<file path="config.mk">
export PLATFORM = sky130hd
export DESIGN_NAME = mem_arbiter
export DESIGN_NICKNAME = d
export VERILOG_FILES = /design/src/rtl/mem_arbiter_pkg.sv /design/src/rtl/mem_lane_align.sv /design/src/rtl/mem_arbiter.sv
export SDC_FILE = /design/constraint.sdc
export NUM_CORES = 1
export LEC_CHECK = 0
export ABC_AREA = 1
export CORE_ASPECT_RATIO = 1.25
export CORE_MARGIN = 10
export CORE_UTILIZATION = 39
export CTS_CLUSTER_SIZE = 30
export DETAILED_ROUTE_END_ITERATION = 16
export PLACE_DENSITY = 0.94
export SLEW_MARGIN = 10
export SYNTH_ARGS = -nofsm -noshare
export SYNTH_HDL_FRONTEND = slang
export SYNTH_SLANG_ARGS = --single-unit
</file>
<file path="constraint.sdc">
create_clock -name clk -period 3 [get_ports clk]
set_clock_uncertainty 0.2 [all_clocks]
set_input_delay 0.6 -clock clk [delete_from_list [all_inputs] [get_ports clk]]
set_output_delay 0.6 -clock clk [all_outputs]
set_load 0.01 [all_outputs]
</file>
<file path="src/rtl/mem_arbiter_pkg.sv">
// Shared encodings for the instruction/data memory arbiter.
//   mem_typ_e   : access size/extension codes carried on dmem_req_typ
//   mem_fcn_e   : load/store selector carried on dmem_req_fcn
//   mem_owner_e : which core port owns the outstanding transaction
package mem_arbiter_pkg;

  typedef enum logic [2:0] {
    MT_X  = 3'd0,
    MT_B  = 3'd1,
    MT_H  = 3'd2,
    MT_W  = 3'd3,
    MT_D  = 3'd4,
    MT_BU = 3'd5,
    MT_HU = 3'd6,
    MT_WU = 3'd7
  } mem_typ_e;

  typedef enum logic {
    FCN_LD = 1'b0,
    FCN_ST = 1'b1
  } mem_fcn_e;

  typedef enum logic {
    OWN_IMEM = 1'b0,
    OWN_DMEM = 1'b1
  } mem_owner_e;

endpackage

</file>
<file path="src/rtl/mem_lane_align.sv">
// Byte-lane alignment for a 32-bit, 4-lane memory port (purely combinational).
//   typ     : access type (mem_typ_e code)
//   addr_lo : byte offset within the word
//   st_data : right-justified store data
//   rd_word : raw word returned by the backing memory
//   wmask   : byte-lane write mask
//   wdata   : store data replicated onto the addressed lanes
//   ld_data : load data shifted down and sign/zero extended
module mem_lane_align
  import mem_arbiter_pkg::*;
(
  input  logic [2:0]  typ,
  input  logic [1:0]  addr_lo,
  input  logic [31:0] st_data,
  input  logic [31:0] rd_word,
  output logic [3:0]  wmask,
  output logic [31:0] wdata,
  output logic [31:0] ld_data
);

  logic [31:0] shifted;

  always_comb begin
    shifted = rd_word >> {addr_lo, 3'b000};
    wmask   = 4'b1111;
    wdata   = st_data;
    ld_data = shifted;
    case (mem_typ_e'(typ))
      MT_B: begin
        wmask   = 4'b0001 << addr_lo;
        wdata   = {4{st_data[7:0]}};
        ld_data = {{24{shifted[7]}}, shifted[7:0]};
      end
      MT_BU: begin
        wmask   = 4'b0001 << addr_lo;
        wdata   = {4{st_data[7:0]}};
        ld_data = {24'b0, shifted[7:0]};
      end
      MT_H: begin
        wmask   = addr_lo[1] ? 4'b1100 : 4'b0011;
        wdata   = {2{st_data[15:0]}};
        ld_data = {{16{shifted[15]}}, shifted[15:0]};
      end
      MT_HU: begin
        wmask   = addr_lo[1] ? 4'b1100 : 4'b0011;
        wdata   = {2{st_data[15:0]}};
        ld_data = {16'b0, shifted[15:0]};
      end
      default: begin
        wmask   = 4'b1111;
        wdata   = st_data;
        ld_data = shifted;
      end
    endcase
  end

endmodule

</file>
<file path="src/rtl/mem_arbiter.sv">
// Two-port (instruction/data) to single backing-memory arbiter, one
// transaction outstanding, with byte-lane alignment of stores and loads.
// Optional macro: MEM_ARBITER_ROUND_ROBIN_EN (round-robin on contention;
// default is fixed dmem-over-imem priority).
// Ports:
//   clk, reset (async, active low)
//   imem_req_* / imem_res_* : instruction fetch request/response
//   dmem_req_* / dmem_res_* : data load/store request/response
//   mem_req_* / mem_res_*   : shared backing-memory port
module mem_arbiter
  import mem_arbiter_pkg::*;
#(
  parameter int unsigned ADDR_W = 32,
  parameter int unsigned DATA_W = 32
) (
  input  logic              clk,
  input  logic              reset,
  input  logic              imem_req_valid,
  output logic              imem_req_ready,
  input  logic [ADDR_W-1:0] imem_req_addr,
  output logic              imem_res_valid,
  output logic [DATA_W-1:0] imem_res_data,
  input  logic              dmem_req_valid,
  output logic              dmem_req_ready,
  input  logic [ADDR_W-1:0] dmem_req_addr,
  input  logic              dmem_req_fcn,
  input  logic [2:0]        dmem_req_typ,
  input  logic [DATA_W-1:0] dmem_req_data,
  output logic              dmem_res_valid,
  output logic [DATA_W-1:0] dmem_res_data,
  output logic              mem_req_valid,
  input  logic              mem_req_ready,
  output logic [ADDR_W-1:0] mem_req_addr,
  output logic              mem_req_we,
  output logic [3:0]        mem_req_wmask,
  output logic [DATA_W-1:0] mem_req_wdata,
  input  logic              mem_res_valid,
  input  logic [DATA_W-1:0] mem_res_data
);

  typedef enum logic [1:0] {IDLE, ISSUE, WAIT} state_e;

  state_e            state_q, state_d;
  mem_owner_e        owner_q;
  logic [ADDR_W-1:0] addr_q;
  logic              we_q;
  logic [3:0]        wmask_q;
  logic [DATA_W-1:0] wdata_q;
  logic [2:0]        typ_q;

  logic              grant_d, grant_i;
  logic              resp;

  logic [2:0]        al_typ;
  logic [1:0]        al_addr_lo;
  logic [3:0]        al_wmask;
  logic [31:0]       al_wdata;
  logic [31:0]       al_ld_data;

`ifdef MEM_ARBITER_ROUND_ROBIN_EN
  mem_owner_e        last_q;
`endif

  // Grant only in IDLE and never while reset is asserted.
  always_comb begin
    grant_d = 1'b0;
    grant_i = 1'b0;
    if (reset && state_q == IDLE) begin
`ifdef MEM_ARBITER_ROUND_ROBIN_EN
      if (dmem_req_valid && imem_req_valid) begin
        if (last_q == OWN_DMEM) grant_i = 1'b1;
        else                    grant_d = 1'b1;
      end else begin
        grant_d = dmem_req_valid;
        grant_i = imem_req_valid;
      end
`else
      grant_d = dmem_req_valid;
      grant_i = imem_req_valid && !dmem_req_valid;
`endif
    end
  end

  assign dmem_req_ready = grant_d;
  assign imem_req_ready = grant_i;

  // One aligner serves both directions: in IDLE it shapes the incoming
  // store, afterwards it extends the returning load using latched fields.
  assign al_typ     = (state_q == IDLE) ? dmem_req_typ       : typ_q;
  assign al_addr_lo = (state_q == IDLE) ? dmem_req_addr[1:0] : addr_q[1:0];

  mem_lane_align u_align (
    .typ     (al_typ),
    .addr_lo (al_addr_lo),
    .st_data (dmem_req_data),
    .rd_word (mem_res_data),
    .wmask   (al_wmask),
    .wdata   (al_wdata),
    .ld_data (al_ld_data)
  );

  always_comb begin
    state_d = state_q;
    case (state_q)
      IDLE:    if (grant_d || grant_i) state_d = ISSUE;
      ISSUE:   if (mem_req_ready)      state_d = WAIT;
      WAIT:    if (mem_res_valid)      state_d = IDLE;
      default: state_d = IDLE;
    endcase
  end

  always_ff @(posedge clk or negedge reset) begin
    if (!reset) begin
      state_q <= IDLE;
      owner_q <= OWN_DMEM;
      addr_q  <= '0;
      we_q    <= 1'b0;
      wmask_q <= '0;
      wdata_q <= '0;
      typ_q   <= '0;
    end else begin
      state_q <= state_d;
      if (grant_d) begin
        owner_q <= OWN_DMEM;
        addr_q  <= dmem_req_addr;
        we_q    <= dmem_req_fcn;
        wmask_q <= (dmem_req_fcn == FCN_ST) ? al_wmask : '0;
        wdata_q <= (dmem_req_fcn == FCN_ST) ? al_wdata : '0;
        typ_q   <= dmem_req_typ;
      end else if (grant_i) begin
        owner_q <= OWN_IMEM;
        addr_q  <= imem_req_addr;
        we_q    <= 1'b0;
        wmask_q <= '0;
        wdata_q <= '0;
        typ_q   <= MT_W;
      end
    end
  end

`ifdef MEM_ARBITER_ROUND_ROBIN_EN
  always_ff @(posedge clk or negedge reset) begin
    if (!reset) begin
      last_q <= OWN_DMEM;
    end else if (grant_d) begin
      last_q <= OWN_DMEM;
    end else if (grant_i) begin
      last_q <= OWN_IMEM;
    end
  end
`endif

  assign mem_req_valid = (state_q == ISSUE);
  assign mem_req_addr  = {addr_q[ADDR_W-1:2], 2'b00};
  assign mem_req_we    = we_q;
  assign mem_req_wmask = wmask_q;
  assign mem_req_wdata = wdata_q;

  assign resp           = (state_q == WAIT) && mem_res_valid;
  assign imem_res_valid = resp && (owner_q == OWN_IMEM);
  assign dmem_res_valid = resp && (owner_q == OWN_DMEM);
  assign imem_res_data  = imem_res_valid ? mem_res_data : '0;
  assign dmem_res_data  = (dmem_res_valid && !we_q) ? al_ld_data : '0;

endmodule

</file>
=== Yosys cells after proc, flatten, opt, wreduce, memory -nomap -nowiden ===
Index checks and enable logic that the tools add are counted.

* Shift operators: 2
* Reductions and logical operators: 14
* Eq/ne operators: 9
* Mux-type cells: 27
* Bitwise logic cells: 1

{| class="wikitable"
|+ Operators by type and width
! kind !! count
|-
| two-way mux 32 bit || 7
|-
| case mux 32 bit (4 select lines) || 1
|-
| case mux 32 bit (2 select lines) || 1
|-
| right shift 32 x 5 -> 32 bit || 1
|-
| two-way mux 4 bit || 4
|-
| two-way mux 3 bit || 3
|-
| two-way mux 2 bit || 4
|-
| case mux 4 bit (2 select lines) || 1
|-
| equality test 3 bit, second input constant || 2
|-
| logical AND 1 bit || 6
|-
| case mux 2 bit (3 select lines) || 1
|-
| two-way mux 1 bit || 5
|-
| inequality test 2 x 1 -> 1 bit, second input constant || 2
|-
| OR reduction 2 bit || 2
|-
| left shift 1 x 2 -> 4 bit, first input constant || 1
|-
| equality test 3 x 1 -> 1 bit, second input constant || 1
|-
| equality test 3 x 2 -> 1 bit, second input constant || 1
|-
| AND reduction 3 bit || 1
|-
| equality test 2 x 1 -> 1 bit, second input constant || 1
|-
| equality test 2 bit, second input constant || 1
|-
| logical NOT 1 bit || 2
|-
| logical NOT 2 bit || 1
|-
| inequality test 2 bit, second input constant || 1
|-
| nonzero test 2 bit || 1
|-
| 2 further kinds || 2
|}

* Input bits: 138
* Logic and storage cells: 60
* Register bits: 75
* Output and inout port bits: 138

=== Longest topological paths before layout ===
Gate-level depths: netlist (run 1).

* Depth after elaboration: 7
* Gate-level depth with buffers: 13
* Depth with buffers taken out: 11

=== Hierarchy ===
From an unflattened synthesis (run 1), not the netlist that was laid out.

* Cells, all modules: 902
* Area total of the unflattened synthesis: 5587.9 um^2

{| class="wikitable"
|+ Modules (own cells, without submodules)
! module !! seq. area each (um^2) !! cells an instance !! area an instance (um^2) !! instances
|-
| mem_arbiter || 1878.1 || 652 || 4449.3 || 1
|-
| mem_lane_align || 0.0 || 250 || 1138.6 || 1
|}

=== Worst setup path before layout (run 1) ===
No wires, ideal clock.

* Path kind: register -> output
* Start point: register state_q[1]
* End point: output dmem_res_data[10]
* Arrival time: 2.208 ns
* Setup slack: -0.008 ns
* Data required time: 2.200 ns
* Cell stages (with the launch flop): 12
* Buffers on the path: 3
* Cell sequence: dfrtp_1 nor2_4 buf_6 nand2_1 o21ai_0 inv_1 ha_1 clkbuf_1 inv_1 clkbuf_1 nand4_1 a21oi_1

* Longest elaborated chain between the ends: 5
* Elaborated cells on any way between the ends: 14
* Those cells by class: eq/ne (5); shift (1); mux (4); reduce/logical (4)

{| class="wikitable"
|+ RTL lines
! what !! RTL line !! source
|-
| from (decl) || mem_arbiter.sv:43 || <nowiki>state_e state_q, state_d;</nowiki>
|-
| from (signal assigned) || mem_arbiter.sv:122 || <nowiki>state_q <= state_d;</nowiki>
|-
| logical NOT 2 bit / equality test 2 bit (equally long branches) || mem_arbiter.sv:89, mem_arbiter.sv:90, mem_arbiter.sv:159 ||
|-
| two-way mux 2 bit (tied with other cells) || mem_arbiter.sv:90 || <nowiki>assign al_addr_lo = (state_q == IDLE) ? dmem_req_addr[1:0] : addr_q[1:0];</nowiki>
|-
| right shift 32 x 5 -> 32 bit (tied with other cells) || mem_lane_align.sv:24 || <nowiki>shifted = rd_word >> {addr_lo, 3'b000};</nowiki>
|-
| case mux 32 bit (4 select lines) / logical AND 1 bit (equally long branches) || mem_lane_align.sv:28, mem_arbiter.sv:163 ||
|-
| two-way mux 32 bit (*) || mem_arbiter.sv:163 || <nowiki>assign dmem_res_data = (dmem_res_valid && !we_q) ? al_ld_data : '0;</nowiki>
|-
| to (decl) || mem_arbiter.sv:30 || <nowiki>output logic [DATA_W-1:0] dmem_res_data,</nowiki>
|}

Mark *: on every way between the ends. The rest lies on a longest branch, timed or not.

=== Worst setup path after layout (run 1) ===
* Start point: register state_q[1]
* End point: output dmem_res_data[29]

The elaborated chain is that of the path after synthesis.

==> metrics.txt, run 1 <==
outcome finished, violations left; failing checks negative setup slack; actual slew at the worst max-slew pin 0.508 ns; Area Overhead vs Synth 81.6%; Die ar. 17300 um^2; power density over the cells 1110 nW/um^2; std cell rows 45; first-pass GRT wire length 32500 um; Max Fclk 321 MHz; Max VDD drop 0.889 mV; vias 6241; initial DRC count 481; Final nets 1162; RSZ-0062 raised after global routing yes; Worst EP arrival 2.31 ns; most frequent cells in the layout clkdlybuf4s50_1 (205), nand2_1 (135), a21oi_1 (99); endpoints failing setup 16; Hold Slack 0.195 ns; vias per cell 5.24; Final Cycle Share 104%; Static Leak 4.29 nW; Clock transition at path regs 0.06 ns; DR WL/cell 18.9 um; largest net degree at the start of global routing 41; Post-Syn Instances 717; Top FF cell, synth dfrtp_1; routed wire length 22500 um; IO buf count 273; hold buffers post-CTS 0; synth warn 0; placed cell area 8010 um^2; Post-Syn Area 4840 um^2; Post-synth EDFFs 0; Worst Path Required 2.20 ns; Final Wtd Congestion 0.864; Detailed Place HPWL 16600 um; Worst Setup End Kind output port; Rel. slew slack 66.2%; commonest non-fill, non-tap cell in the layout clkdlybuf4s50_1; Worst-Skew Late Latency 0.33 ns; Syn Area/Cell 6.76 um^2; Post-route DRC 0; Die Height 145 um; share of the yosys chip area belonging to registers 38.8%; Hold WC Path Type in2async; GRT overflow 0; total global-route track usage 23.5%; core area 12200 um^2; num ports 276; n_diodes 0; final setup margin -0.111 ns; Distinct cells, synth 26; Final min period 3.11 ns; number of CTS-inserted buffers 9; antenna violations before repair 0; nature of the critical path startpoint flop; critical path fanouts, max 17; Hold Fails Final Rpt 0; TNS Setup -0.917 ns; H-tree depth 3; Die X 120 um; clk sinks 75; Finished Cell Area 8790 um^2; layout cell share with drive strength beyond 1 21.8%; Initial DRT Pass Iterations 5; number of synthesized register bits 75; clk buf depth 2; Crit Path Class reg2out; Slew Limit Fails 0; CTS tree done; Place WS -0.652 ns; Root Driver clkbuf_16; Async S/R FF share, synth 100%; vias in the first global route 6271; number of routed nets with antenna violations 0; max-capacitance violation count 0; starting density of the core 39.8%
-- power breakdown --
group | total, mW | leakage [nW] | switching [mW] | internal [mW]
clock | 1.06 | 0.141 | 0.425 | 0.640
sequential | 1.67 | 0.920 | 0.229 | 1.44
combinational | 7.04 | 3.23 | 3.79 | 3.25
-- synthesized netlist by cell type, drive strengths merged, types with 2 or more instances --
master  number  area, um^2
nor2        89         347
inv         77         289
ha           3        37.5
nor3         2        10.0
dfrtp       74        1850
buf         49         345
o31ai       10        75.1
o211ai       7        52.6
o21ai       78         398
nand3       29         150
clkbuf      28         105
a21oi      108         541
nand2      159         602
-- logic make-up (layout without fill, tap and decap cells) --
kind of cell	after synthesis	after routing	synth area share, %
adder cells (fa/ha/maj)	3	3	0.775
other	1	2	0.0774
flip-flops	75	75	38.8
AND/OR/NAND/NOR	280	280	23.0
AO/OA/AOI/OAI	203	203	22.0
buffers and inverters	155	463	15.3
-- cell type report --
class / count / area (um^2)
sequential: 75 / 1880
clock inverter: 7 / 68.8
clock buffer: 9 / 225
inverter: 78 / 303
multi-input combinational: 488 / 2570
fill: 873 / 3370
tap: 164 / 205
timing repair buffer: 369 / 3550
-- path summary, 6_finish.rpt --
check / start / endpoint / slack [ns] / cells after the start
worst max-delay path: state_q[1]$_DFFE_PN0P_ / dmem_res_data[29] / -0.11 / 11
worst min-delay path: reset / mem_req_wdata[24]$_DFFE_PN0P_ / 0.20 / 2
worst max register to register: state_q[1]$_DFFE_PN0P_ / mem_req_wdata[13]$_DFFE_PN0P_ / 0.43 / 12
worst min register to register: mem_req_wdata[11]$_DFFE_PN0P_ / mem_req_wdata[11]$_DFFE_PN0P_ / 0.29 / 2
max in group asynchronous: reset / mem_req_wdata[12]$_DFFE_PN0P_ / 1.50 / 3
min in group clk: mem_req_wdata[11]$_DFFE_PN0P_ / mem_req_wdata[11]$_DFFE_PN0P_ / 0.29 / 2
-- through the flow --
stage          power, mW  instances  utilization [%]
6_report            9.77       1190             72.3
5_1_grt             10.3       1190             72.3
4_1_cts             8.89       1185             69.3
3_5_place_dp        7.03       1155             65.9
3_3_place_gp        6.87       1155             65.9
2_1_floorplan       4.72        718                -
-- per-layer routing --
layer	global-route usage, %	wire length, um
met1	24.2	7990
met2	41.4	11200
met3	7.06	2020
met4	14.2	1210
met5	0	0
-- sequential cells by signal, indices dropped and copies added, names as in the netlist --
name,flops
addr_q,32
mem_req_wdata,32
mem_req_we,1
mem_req_wmask,4
owner_q,1
state_q,2
typ_q,3
-- repair_timing --
action | CTS | global route
gates cloned | 3 | 0
endpoints found under the setup margin | 64 | 65
setup buffers | 11 | 5
pin swaps | 8 | 14
resized for setup | 193 | 109
-- critical path, stage by stage, from the launching register on --
cell,delay (ns)
dfrtp_1,0.41
nor2_4,0.20
buf_6,0.15
nand2_4,0.05
o21ai_4,0.09
buf_6,0.14
ha_4,0.21
buf_6,0.16
a21oi_1,0.31
nand2_4,0.08
inv_2,0.06
buf_6,0.09
Note: power is estimated with default switching activity, not from simulation.
==> run 2, diff against run 1 <==
- GPL_ROUTABILITY_DRIVEN: default -> 0
- REMOVE_ABC_BUFFERS: default -> 1
==> run 2 against run 1 <==
Compared with the run above:
- the flow still finishes with violations (negative setup slack)
- wire length fell by 7.2%
- worst setup slack better by 0.094 ns
- critical endpoint is now dmem_res_data[13]
- global-route usage shrank 0.35 points
- die area unchanged
- first-iteration DRC count grew 6.0%
- critical path depth stayed put
- critical path type is now in2out
- cell area fell by 2.3%
- highest routed layer unchanged
==> metrics.txt, run 2 (same netlist as run 1, synthesis figures left out) <==
outcome finished, violations left (unchanged); failing checks negative setup slack (unchanged); Worst path top cell family by delay buffers and inverters (unchanged); GRT overflow 0 (unchanged); Crit path top cell by count nand2_1 (was buf_6); Multi-input gate area 2530 um^2 (was 2570 um^2); Hold WC Path Type reg2reg (was in2async); num ports 276 (unchanged); initial DRC count 510 (was 481); largest net degree at the start of global routing 49 (was 41); Hold Fails Final Rpt 0 (unchanged); Slew Limit Fails 0 (unchanged); RSZ-0062 raised after global routing yes (unchanged); end of the worst hold path mem_req_wdata[26]$_DFFE_PN0P_; Worst Setup End Kind output port (unchanged); starting density of the core 39.8% (unchanged); register area 1880 um^2 (unchanged); WL met3 1570 um (was 2020 um); Worst-Skew Late Latency 0.33 ns (about the same); commonest non-fill, non-tap cell in the layout clkdlybuf4s50_1 (unchanged); clk sinks 75 (unchanged); nature of the critical path startpoint primary input (was flop); Worst EP arrival 2.22 ns (was 2.31 ns); total global-route track usage 23.2% (was 23.5%); H-tree depth 3 (unchanged); max-capacitance violation count 0 (unchanged); Slowest-stage cell, CP clkdlybuf4s50_1 (was dfrtp_1); FF-to-FF End mem_req_wdata[24]$_DFFE_PN0P_ (was mem_req_wdata[13]$_DFFE_PN0P_); vias per cell 5.14 (was 5.24); critical path fanouts, max 22 (was 17); vias 5998 (was 6241); Reg2Reg Setup Slack 0.55 ns (was 0.43 ns); Worst R2R Start state_q[1]$_DFFE_PN0P_ (unchanged); hold path start mem_req_wdata[26]$_DFFE_PN0P_; total power 9.41 mW (was 9.77 mW); first-pass GRT wire length 32300 um (was 32500 um); Critical path buffers and inverters 5 (unchanged); Die Height 145 um (unchanged); n_diodes 0 (unchanged); antenna violations before repair 0 (unchanged); Final Cycle Share 101% (was 104%); fill count 924 (was 873); Crit Path Class in2out (was reg2out); R2R depth 11 (was 12); vias in the first global route 6091 (was 6271); core area 12200 um^2 (unchanged); Area Overhead vs Synth 77.4% (was 81.6%); actual slew at the worst max-slew pin 0.619 ns (was 0.508 ns); Die ar. 17300 um^2 (unchanged); CTS tree done (unchanged); Max VDD drop 0.921 mV (was 0.889 mV); layout cell share with drive strength beyond 1 20.6% (was 21.8%); biggest cell delay along the critical path 0.44 ns (was 0.41 ns); final setup margin -0.0163 ns (was -0.111 ns); Die X 120 um (unchanged); Place WS -0.649 ns (was -0.652 ns); Clock transition at path regs 0.06 ns (about the same); routed metal-1 wire length 7810 um (was 7990 um); Final nets 1139 (was 1162); endpoints failing setup 1 (was 16); Root Driver clkbuf_16 (unchanged); DR top layer met4 (unchanged); number of CTS-inserted buffers 9 (unchanged); routed wire length 20900 um (was 22500 um); power density over the cells 1100 nW/um^2 (was 1110 nW/um^2); Max Fclk 332 MHz (was 321 MHz); number of routed nets with antenna violations 0 (unchanged); std cell rows 45 (unchanged); metal2 WL 10900 um (was 11200 um); Hold Slack 0.283 ns (was 0.195 ns); Static Leak 4.20 nW (was 4.29 nW); hold depth 2; Initial DRT Pass Iterations 5 (unchanged); Cell Chain, Critical Path clkdlybuf4s50_1 > inv_2 > nand2_1 > o21ai_4 > buf_6 > buf_12 > o21ai_0 > nand2_1 > nand3_1 > a21oi_2 > buf_2 (was nor2_4 > buf_6 > nand2_4 > o21ai_4 > buf_6 > ha_4 > buf_6 > a21oi_1 > nand2_4 > inv_2 > buf_6); DR WL/cell 17.9 um (was 18.9 um); Rel. slew slack 58.7% (was 66.2%); clk buf depth 2 (unchanged); most frequent cells in the layout clkdlybuf4s50_1 (204), nand2_1 (134), a21oi_1 (95) (was clkdlybuf4s50_1 (205), nand2_1 (135), a21oi_1 (99)); IO buf count 273 (unchanged); Worst Path Required 2.20 ns (about the same); Final min period 3.02 ns (was 3.11 ns); Detailed Place HPWL 15600 um (was 16600 um); Post-route DRC 0 (unchanged)
[run 2: cell types whose count changed in the layout (fill, tap and decap cells not counted), sizes merged]
cell	previous run	this run
buf	125	101
bufinv	1	3
clkdlybuf4s15	8	1
clkdlybuf4s50	205	204
clkinv	5	2
clkinvlp	2	0
dlygate4sd2	26	34
dlygate4sd3	0	1
dlymetal6s2s	0	2
[run 2: layout make-up]
class | instances | area share (%)
timing repair buffer | 346 | 38.9
multi-input combinational | 488 | 29.4
sequential | 75 | 21.9
inverter | 78 | 3.44
clock buffer | 11 | 2.83
tap | 164 | 2.39
clock inverter | 4 | 1.15
[run 2: timing repair]
action,CTS,global route
gates cloned,1,0
resized for setup,230,70
endpoints found under the setup margin,64,34
buffers inserted,14,4
hold buffers,1,0
hold endpoints to repair,5,0
pin swaps,11,12
[run 2: per-stage QoR]
step	cell area, um^2	std cells	util, %	setup TNS (ns)
after CTS	8430	1164	69.3	-0.417
after floorplan	4400	641	-	-31.29
after global routing	8590	1166	70.6	-1.79
after global placement	7820	1133	64.3	-17.48
after detailed placement	7820	1133	64.3	-19.82
final	8590	1166	70.6	-0.0163
[run 2: worst max-delay path by stage]
stage | start | endpoint | depth (start not counted)
2_1_floorplan | state_q[1]$_DFFE_PN0P_ | dmem_res_data[10] | 9
3_3_place_gp | dmem_req_typ[1] | dmem_res_data[13] | 9
3_5_place_dp | dmem_req_typ[1] | dmem_res_data[13] | 9
4_1_cts | state_q[0]$_DFFE_PN0P_ | dmem_res_data[18] | 14
5_1_grt | dmem_req_addr[1] | dmem_res_data[13] | 11
6_report | dmem_req_addr[1] | dmem_res_data[13] | 11
[run 2: per-layer routing]
layer / vias up / GRT usage (%)
met2: 301 / 41.8
met3: 43 / 6.24
met1: 2816 / 25.7
met5: - / 0
met4: 0 / 8.02
li1: 2838 / -
[run 2: worst min-delay path: stages (launching register included)]
cell and delay (ns):
dfrtp_1 0.34, nand2_1 0.05, o21ai_0 0.06
[run 2: power by group]
part | switching (mW) | leakage, nW | internal [mW]
logic | 3.57 | 3.11 | 2.93
registers | 0.233 | 0.920 | 1.44
clock network | 0.399 | 0.166 | 0.832
total | 4.21 | 4.20 | 5.20
